--- config.mk ---
export PLATFORM = sky130hd
export DESIGN_NAME = uart_tx
export DESIGN_NICKNAME = d
export VERILOG_FILES = /design/src/rtl/uart_tx.sv
export SDC_FILE = /design/constraint.sdc
export NUM_CORES = 1
export LEC_CHECK = 0
export CORE_MARGIN = 8
export CORE_UTILIZATION = 54
export CTS_BUF_LIST = sky130_fd_sc_hd__clkbuf_4 sky130_fd_sc_hd__clkbuf_8
export CTS_CLUSTER_DIAMETER = 120
export DETAILED_ROUTE_END_ITERATION = 8
export HOLD_SLACK_MARGIN = 0.12
export MAX_ROUTING_LAYER = met4
export PLACE_DENSITY = 0.76
export SKIP_LAST_GASP = 1
export SLEW_MARGIN = 5
export SYNTH_ARGS = -nofsm -noshare
export SYNTH_HDL_FRONTEND = slang
export SYNTH_SLANG_ARGS = --single-unit
export TNS_END_PERCENT = 10
--- constraint.sdc ---
create_clock -name clk -period 1.9 [get_ports clk]
set_input_delay 0.38 -clock clk [delete_from_list [all_inputs] [get_ports clk]]
set_output_delay 0.38 -clock clk [all_outputs]
set_load 0.05 [all_outputs]
--- src/rtl/uart_tx.sv ---
// Purpose : serial UART transmitter; idle-high line, 1 start bit, WIDTH data bits, STOP_BITS stop bits.
// Latency : o_tx drops for the start bit on the cycle after an accepted word when idle.
// Backpress: one-word holding register; o_ready falls while it is full, frames run back-to-back.
//
// Ports:
//   clk          system clock
//   i_reset      synchronous, active-high reset (aborts any frame, discards held word)
//   i_data       word to transmit, sampled on the transfer edge only
//   i_data_valid i_data is valid this cycle; transfer when i_data_valid && o_ready
//   o_ready      block can accept a word (registered, = ~hold_full)
//   o_tx         serial line, driven from a flop
//   o_busy       frame in progress or word pending (registered)
module uart_tx #(
  parameter int WIDTH         = 8,
  parameter int DIVISOR       = 100,
  parameter bit LITTLE_ENDIAN = 1'b0,
  parameter int STOP_BITS     = 1
) (
  input  logic             clk,
  input  logic             i_reset,
  input  logic [WIDTH-1:0] i_data,
  input  logic             i_data_valid,
  output logic             o_ready,
  output logic             o_tx,
  output logic             o_busy
);

  localparam int DW = (DIVISOR > 1) ? $clog2(DIVISOR) : 1;
  localparam int CW = $clog2(WIDTH + 2);

  localparam logic [DW-1:0] DIV_LAST  = DW'(DIVISOR - 1);
  localparam logic [CW-1:0] LAST_DATA = CW'(WIDTH - 1);
  localparam logic [CW-1:0] LAST_STOP = CW'(STOP_BITS - 1);

  typedef enum logic [1:0] {
    IDLE  = 2'd0,
    START = 2'd1,
    DATA  = 2'd2,
    STOP  = 2'd3
  } state_t;

  state_t           state, state_n;
  logic [DW-1:0]    div_cnt, div_n;
  logic [CW-1:0]    bit_cnt, bit_n;
  logic [WIDTH-1:0] shift_reg, shift_n;
  logic [WIDTH-1:0] hold_reg, hold_n;
  logic             hold_full, full_n;
  logic             tx_q, tx_n;
  logic             ready_q;
  logic             busy_q;
  logic             xfer;
  logic             bit_end;

  assign xfer    = i_data_valid && ready_q;
  assign bit_end = (div_cnt == DIV_LAST);

  always_comb begin
    state_n = state;
    div_n   = div_cnt;
    bit_n   = bit_cnt;
    shift_n = shift_reg;
    hold_n  = hold_reg;
    full_n  = hold_full;
    tx_n    = 1'b1;

    if (state != IDLE) begin
      div_n = bit_end ? '0 : div_cnt + DW'(1);
    end

    // Outside IDLE an accepted word parks in the holding register; since a
    // transfer needs o_ready, the register is known to be empty here.
    if (xfer && (state != IDLE)) begin
      hold_n = i_data;
      full_n = 1'b1;
    end

    case (state)
      IDLE: begin
        if (xfer) begin
          shift_n = i_data;
          state_n = START;
          div_n   = '0;
          bit_n   = '0;
        end
      end
      START: begin
        if (bit_end) begin
          state_n = DATA;
          bit_n   = '0;
        end
      end
      DATA: begin
        if (bit_end) begin
          shift_n = LITTLE_ENDIAN ? (shift_reg >> 1) : (shift_reg << 1);
          if (bit_cnt == LAST_DATA) begin
            state_n = STOP;
            bit_n   = '0;
          end else begin
            bit_n = bit_cnt + CW'(1);
          end
        end
      end
      STOP: begin
        if (bit_end) begin
          if (bit_cnt == LAST_STOP) begin
            bit_n = '0;
            if (hold_full) begin
              shift_n = hold_reg;
              full_n  = 1'b0;
              state_n = START;
            end else if (xfer) begin
              // Word arriving on the last stop cycle with nothing held goes
              // straight into the shifter so the next frame starts gap-free.
              shift_n = i_data;
              full_n  = 1'b0;
              state_n = START;
            end else begin
              state_n = IDLE;
            end
          end else begin
            bit_n = bit_cnt + CW'(1);
          end
        end
      end
      default: state_n = IDLE;
    endcase

    // Line level is derived from the next state so the flop holds the value
    // for the whole bit period.
    case (state_n)
      START:   tx_n = 1'b0;
      DATA:    tx_n = LITTLE_ENDIAN ? shift_n[0] : shift_n[WIDTH-1];
      default: tx_n = 1'b1;
    endcase
  end

  always_ff @(posedge clk) begin
    if (i_reset) begin
      state     <= IDLE;
      div_cnt   <= '0;
      bit_cnt   <= '0;
      shift_reg <= '0;
      hold_reg  <= '0;
      hold_full <= 1'b0;
      tx_q      <= 1'b1;
      ready_q   <= 1'b1;
      busy_q    <= 1'b0;
    end else begin
      state     <= state_n;
      div_cnt   <= div_n;
      bit_cnt   <= bit_n;
      shift_reg <= shift_n;
      hold_reg  <= hold_n;
      hold_full <= full_n;
      tx_q      <= tx_n;
      ready_q   <= ~full_n;
      busy_q    <= (state_n != IDLE) || full_n;
    end
  end

  assign o_ready = ready_q;
  assign o_tx    = tx_q;
  assign o_busy  = busy_q;

endmodule

==> results.cfg, run 1 <==
[run_status]
status = complete, no violations

[place]
dp.cells = 281
io_buffers = 13
hpwl_um = 3100
place.gp.congestion = 0.900

[clock_tree]
path_clk_slew_ps = 110
clock-sinks = 33
clock_path_buffers = 2
tritoncts = done
cts_made_buffers = 5
clockRootBuffer = clkbuf_4
worstSkewPairLatency_ps = 340
cts_max_level = 2

[critical_path]
cp_slowest_cell = or3b_4
path_cells = inv_2 -> ha_4 -> or3b_4 -> o21ai_2 -> or3b_4 -> or3_1 -> a21oi_1
crit_type = flop to flop
crit_family = simple AND/OR/NAND/NOR gates
startpoint_type = flop
cp-end-kind = flop
cp.required_ps = 2180
r2r_start = bit_cnt[1]
crit_start = bit_cnt[1]
path_common_cell = or3b_4
crit_path_max_incr_delay_ps = 430
path_buf_inv = 1
path_max_fanout = 4
arrival_ps = 2170

[routing]
dr.pass1.iters = 5
ant_nets = 0
drc = 0
avgViaCountPerCell = 5.87
vias = 1707
routedWlPerCell_um = 14.8
routed_wirelength_um = 4300
drtIter0Drc = 117

[grt]
grt_overflow = 0
grt_pass1_wl_um = 7110
grt_start_max_net_pins = 17
grtUsageTotal = 0.175
antenna_found_initial = 0
grt_pass1_vias = 1669

[power]
power_per_cell_area_mw_per_mm2 = 687
p_leak_nw = 0.823
ir_drop_v = 0.000492
total_power_w = 0.00151

[final_layout]
seq_area_um2 = 666
area.growth.synth_to_final_pct = 30.7
fin_nets = 271
drive_above_1_share = 0.264
finish.utilization = 0.734
multi_input_area_mm2 = 0.00106
antenna_cells = 0
fill_cells = 253
stdcell_count = 291

[synthesis]
ys_types = 43
syn_avg_cell_area_um2 = 7.74
synth-seq-cells = 33
synthCells = 218
ys_seq_area_frac = 0.392
synth_ff_type = dfxtp_1
syn-num-nets = 232
synthArstFlopShare = 0
synthesis.yosys.warnings = 0
synth_area_mm2 = 0.00169
synth_edf_count = 0

[sta]
max_freq_mhz = 528
finalHoldViolCount = 0
period_needed_ps = 1890
tightestPinTransition_ps = 498
relSlewSlack = 0.667
finalSetupViolCount = 0
slew_viol_final = 0
clock_skew_ps = 12.1
fin_crit_sh = 0.996
finalSetupTns_ps = 0
rsz0062_at_grt = true

[floorplan]
num_rows = 20
start_util = 0.562
coreArea_mm2 = 0.00300
dieArea_mm2 = 0.00517
die_w_um = 71.9
die_h_um = 71.9
num_io_pins = 14

[flow_run]
maxCapViolCount = 0

[min_path]
hold_start = hold_reg[5]
hold_class = flop to flop
-- path summary, 6_finish.rpt --
kind / to / slack (ps) / cells after the start
min: hold_reg[5] / 460 / 2
max reg2reg: bit_cnt[3] / 8 / 7
min reg2reg: hold_reg[5] / 460 / 2
max: bit_cnt[3] / 8 / 7
-- synth_stat cells (2+ instances only) --
cell | n | area [um2]
nor3b_1 | 2 | 15.0
nor3_1 | 9 | 45.0
mux2i_1 | 2 | 20.0
a31oi_1 | 2 | 12.5
clkbuf_1 | 8 | 30.0
a21oi_1 | 27 | 135
nand4b_1 | 2 | 17.5
a221oi_1 | 2 | 17.5
o21ai_0 | 13 | 65.1
dfxtp_1 | 33 | 661
a311oi_1 | 2 | 17.5
nor4b_1 | 2 | 17.5
ha_1 | 3 | 37.5
o21bai_1 | 2 | 15.0
inv_1 | 5 | 18.8
nand3_1 | 5 | 25.0
nor2b_1 | 2 | 12.5
nand2_1 | 27 | 101
a22oi_1 | 7 | 52.6
and3_1 | 2 | 12.5
nor2_1 | 39 | 146
-- cell families after synthesis --
family | share of synthesized area
compound gates | 0.222
xor+xnor | 0.00519
fa+ha+maj | 0.0223
buf+inv | 0.0401
flops | 0.392
mux | 0.0119
simple gates | 0.307
-- area by class of cell --
class	count	share of cell area
timing repair buffer	42	0.157
clock buffer	7	0.0295
clock inverter	1	0.00227
sequential	33	0.302
multi-input combinational	170	0.482
tap	33	0.0187
inverter	5	0.00851
-- through the flow --
step | cell area [um2] | hold WS [ps] | worst slack, ps
finish | 2200 | 463 | 7.77
global route | 2200 | 484 | -76.7
CTS | 2170 | 462 | -1.06
detailed placement | 2030 | 448 | -143
global placement | 2030 | 443 | -49.4
floorplan | 1710 | 433 | -27.2
-- tightest hold or removal path: stages (launching register included) --
cell and delay [ps]:
dfxtp_1 320, nand2_1 50, a21oi_1 50
-- where the power goes --
part           internal (W)  switching, W  leakage [nW]
logic              0.000127      0.000162         0.510
clock network      0.000214      0.000251        0.0413
registers          0.000730     0.0000299         0.271
-- routing by layer --
| metal | vias up | GRT usage | routed length [um] |
|---|---|---|---|
| met5 | - | - | 0 |
| met4 | 0 | 0.0794 | 55 |
| met3 | 9 | 0.0404 | 171 |
| met2 | 47 | 0.299 | 2190 |
| met1 | 800 | 0.189 | 1870 |
| li1 | 851 | - | - |
-- timing repair --
action	CTS	global route
gates resized for setup	17	8
hold buffers	0	0
buffers inserted	2	0
endpoints found under the setup margin	10	12
pin swaps	11	5
-- placed cells by master, fill, tap and decap left out, types with 3 or more instances in the layout --
master and instances:
nor3_1 7, nand2_1 27, nand3_1 5, buf_4 30, clkdlybuf4s50_1 12, inv_1 3
clkbuf_4 5, a21oi_1 26, o21ai_0 11, dfxtp_1 29, nor2_1 39, dfxtp_2 4
a22oi_1 7
No activity file was read; power rests on OpenSTA's default activity.
==> inputs of run 2 (changes only) <==
CORE_UTILIZATION = 51   (was 54)
CTS_BUF_LIST = unset   (was sky130_fd_sc_hd__clkbuf_4 sky130_fd_sc_hd__clkbuf_8)
PLACE_DENSITY = 0.72   (was 0.76)
==> run 2 against run 1 <==
- the run now ends with negative setup slack left
- critical path depth is the same
- first-iteration DRC count up 40%
- via count down 0.47%
- cell area shrank 4.4%
- count of clock-buffer cells in the layout shrank 2
- non-clock buffer count decreased by 4
- sequential cell count is the same
- largest power group unchanged
- highest routed layer unchanged
==> results.cfg, run 2 (same netlist as run 1, synthesis figures left out) <==
[run_status]
status = finished with violations
violations = negative setup slack

[power]
p_int_w = 0.000989
power_per_cell_area_mw_per_mm2 = 677
p_leak_nw = 0.775
power_frac_seq = 0.532
pwr-share-comb = 0.197
swShare = 0.306
power.clock.fraction = 0.270
ir_drop_v = 0.000387
p_sw_w = 0.000437

[grt]
antenna_found_initial = 0
grt_pass1_wl_um = 7000
grtUsageTotal = 0.168
grt_pass1_vias = 1622
grt_overflow = 0
grt_start_max_net_pins = 22

[critical_path]
cp_slowest_cell = or4b_1
arrival_ps = 2200
cp.required_ps = 2160
cp.depth = 7
startpoint_type = flop
crit_path_end = o_tx
rrSetupSlack_ps = -40
r2r_start = div_cnt[1]
crit_type = flop to flop
crit_start = div_cnt[1]
path_max_fanout = 4
ff2ff_path_depth = 7
crit_path_max_incr_delay_ps = 530
path_cells = ha_4 -> nand2b_1 -> or4b_1 -> a32o_1 -> a2bb2oi_1 -> o2bb2ai_1 -> a31oi_1
path_buf_inv = 0
cp-end-kind = flop
reg2reg_to = o_tx
crit_family = compound AO/OA/AOI/OAI gates

[floorplan]
num_rows = 21
num_io_pins = 14
coreArea_mm2 = 0.00326
die_h_um = 73.5
dieArea_mm2 = 0.00540
start_util = 0.518
die_w_um = 73.5

[clock_tree]
cts_made_buffers = 5
clock_path_buffers = 2
path_clk_slew_ps = 110
clockRootBuffer = clkbuf_4
worstSkewPairLatency_ps = 340
cts_max_level = 2
tritoncts = done
clock-sinks = 33

[final_layout]
fin_nets = 267
antenna_cells = 0
final_cell_area_mm2 = 0.00211
layout_common_cells = 39 x nor2_1, 31 x dfxtp_1, 27 x nand2_1
final_common_cell = nor2_1
area.growth.synth_to_final_pct = 24.9
drive_above_1_share = 0.193

[routing]
drtIter0Drc = 164
dr.pass1.iters = 4
ant_nets = 0
routed_wirelength_um = 4270
vias = 1699
avgViaCountPerCell = 5.66
routedWlPerCell_um = 14.2
drc = 0

[place]
hpwl_um = 3210
io_buffers = 13
placed_area_mm2 = 0.00202
place.gp.congestion = 0.908

[sta]
relSlewSlack = 0.657
finalSetupTns_ps = -130
tightestPinTransition_ps = 513
finalSetupViolCount = 8
slew_viol_final = 0
finalHoldViolCount = 0
rsz0062_at_grt = true
post-route-worst-setup-slack_ps = -35.8
fin_crit_sh = 1.02
clock_skew_ps = 18.6
period_needed_ps = 1940
max_freq_mhz = 517

[flow_run]
maxCapViolCount = 0

[min_path]
hold_class = flop to flop
-- run 2: power by group through the flow --
stage          registers, W  logic (W)  clock network [W]
4_1_cts            0.000758   0.000279           0.000393
5_1_grt            0.000763   0.000310           0.000422
6_report           0.000759   0.000281           0.000386
3_3_place_gp       0.000773   0.000266                  0
3_5_place_dp       0.000773   0.000274                  0
2_1_floorplan      0.000787   0.000156                  0
-- run 2: timing repair --
item | 4_1_cts | 5_1_grt
hold buffers | 0 | 0
setup buffers | 1 | 0
setup endpoints to repair | 10 | 12
cloned | 0 | 0
resized for setup | 5 | 2
pin swaps | 3 | 0
-- run 2: metrics by stage --
| step | util | std cells | hold WS (ps) | total power [W] | worst slack [ps] |
|---|---|---|---|---|---|
| floorplan | - | 218 | 433 | 0.000943 | -27.2 |
| detailed placement | 0.621 | 291 | 455 | 0.00105 | -151 |
| global placement | 0.621 | 291 | 452 | 0.00104 | -98.3 |
| finish | 0.647 | 300 | 474 | 0.00143 | -35.8 |
| global route | 0.647 | 300 | 484 | 0.00150 | -174 |
| CTS | 0.646 | 300 | 470 | 0.00143 | -29.7 |
-- run 2: worst min path at each step --
stage                     depth (start not counted)   startpoint  slack (ps)           to
after floorplan                                   2  hold_reg[7]         430  hold_reg[7]
after global placement                            2  hold_reg[6]         450  hold_reg[6]
after detailed placement                          2  hold_reg[6]         450  hold_reg[6]
after CTS                                         2  hold_reg[6]         470  hold_reg[6]
after global routing                              2  hold_reg[6]         480  hold_reg[6]
final                                             2  hold_reg[6]         470  hold_reg[6]
-- run 2: metal layers --
metal	wire (um)	up-vias	share of wire	global-route usage
li1	-	851	-	-
met1	1900	798	0.44	0.185
met2	2090	40	0.49	0.287
met3	213	10	0.050	0.0409
met4	69	0	0.016	0.0621
met5	0	-	0	-
-- run 2: layout make-up --
| class | instances | area, um2 |
|---|---|---|
| multi-input combinational | 170 | 997 |
| inverter | 5 | 18.8 |
| tap | 46 | 57.6 |
| timing repair buffer | 38 | 315 |
| clock inverter | 3 | 17.5 |
| clock buffer | 5 | 37.5 |
| sequential | 33 | 663 |
| fill | 306 | 1150 |
-- run 2: worst register-to-register path, delay by kind of cell, from the launching register on --
kind,cells,cell delay (ps)
fa+ha+maj,1,140
compound gates,4,690
simple gates,2,640
flops,1,380
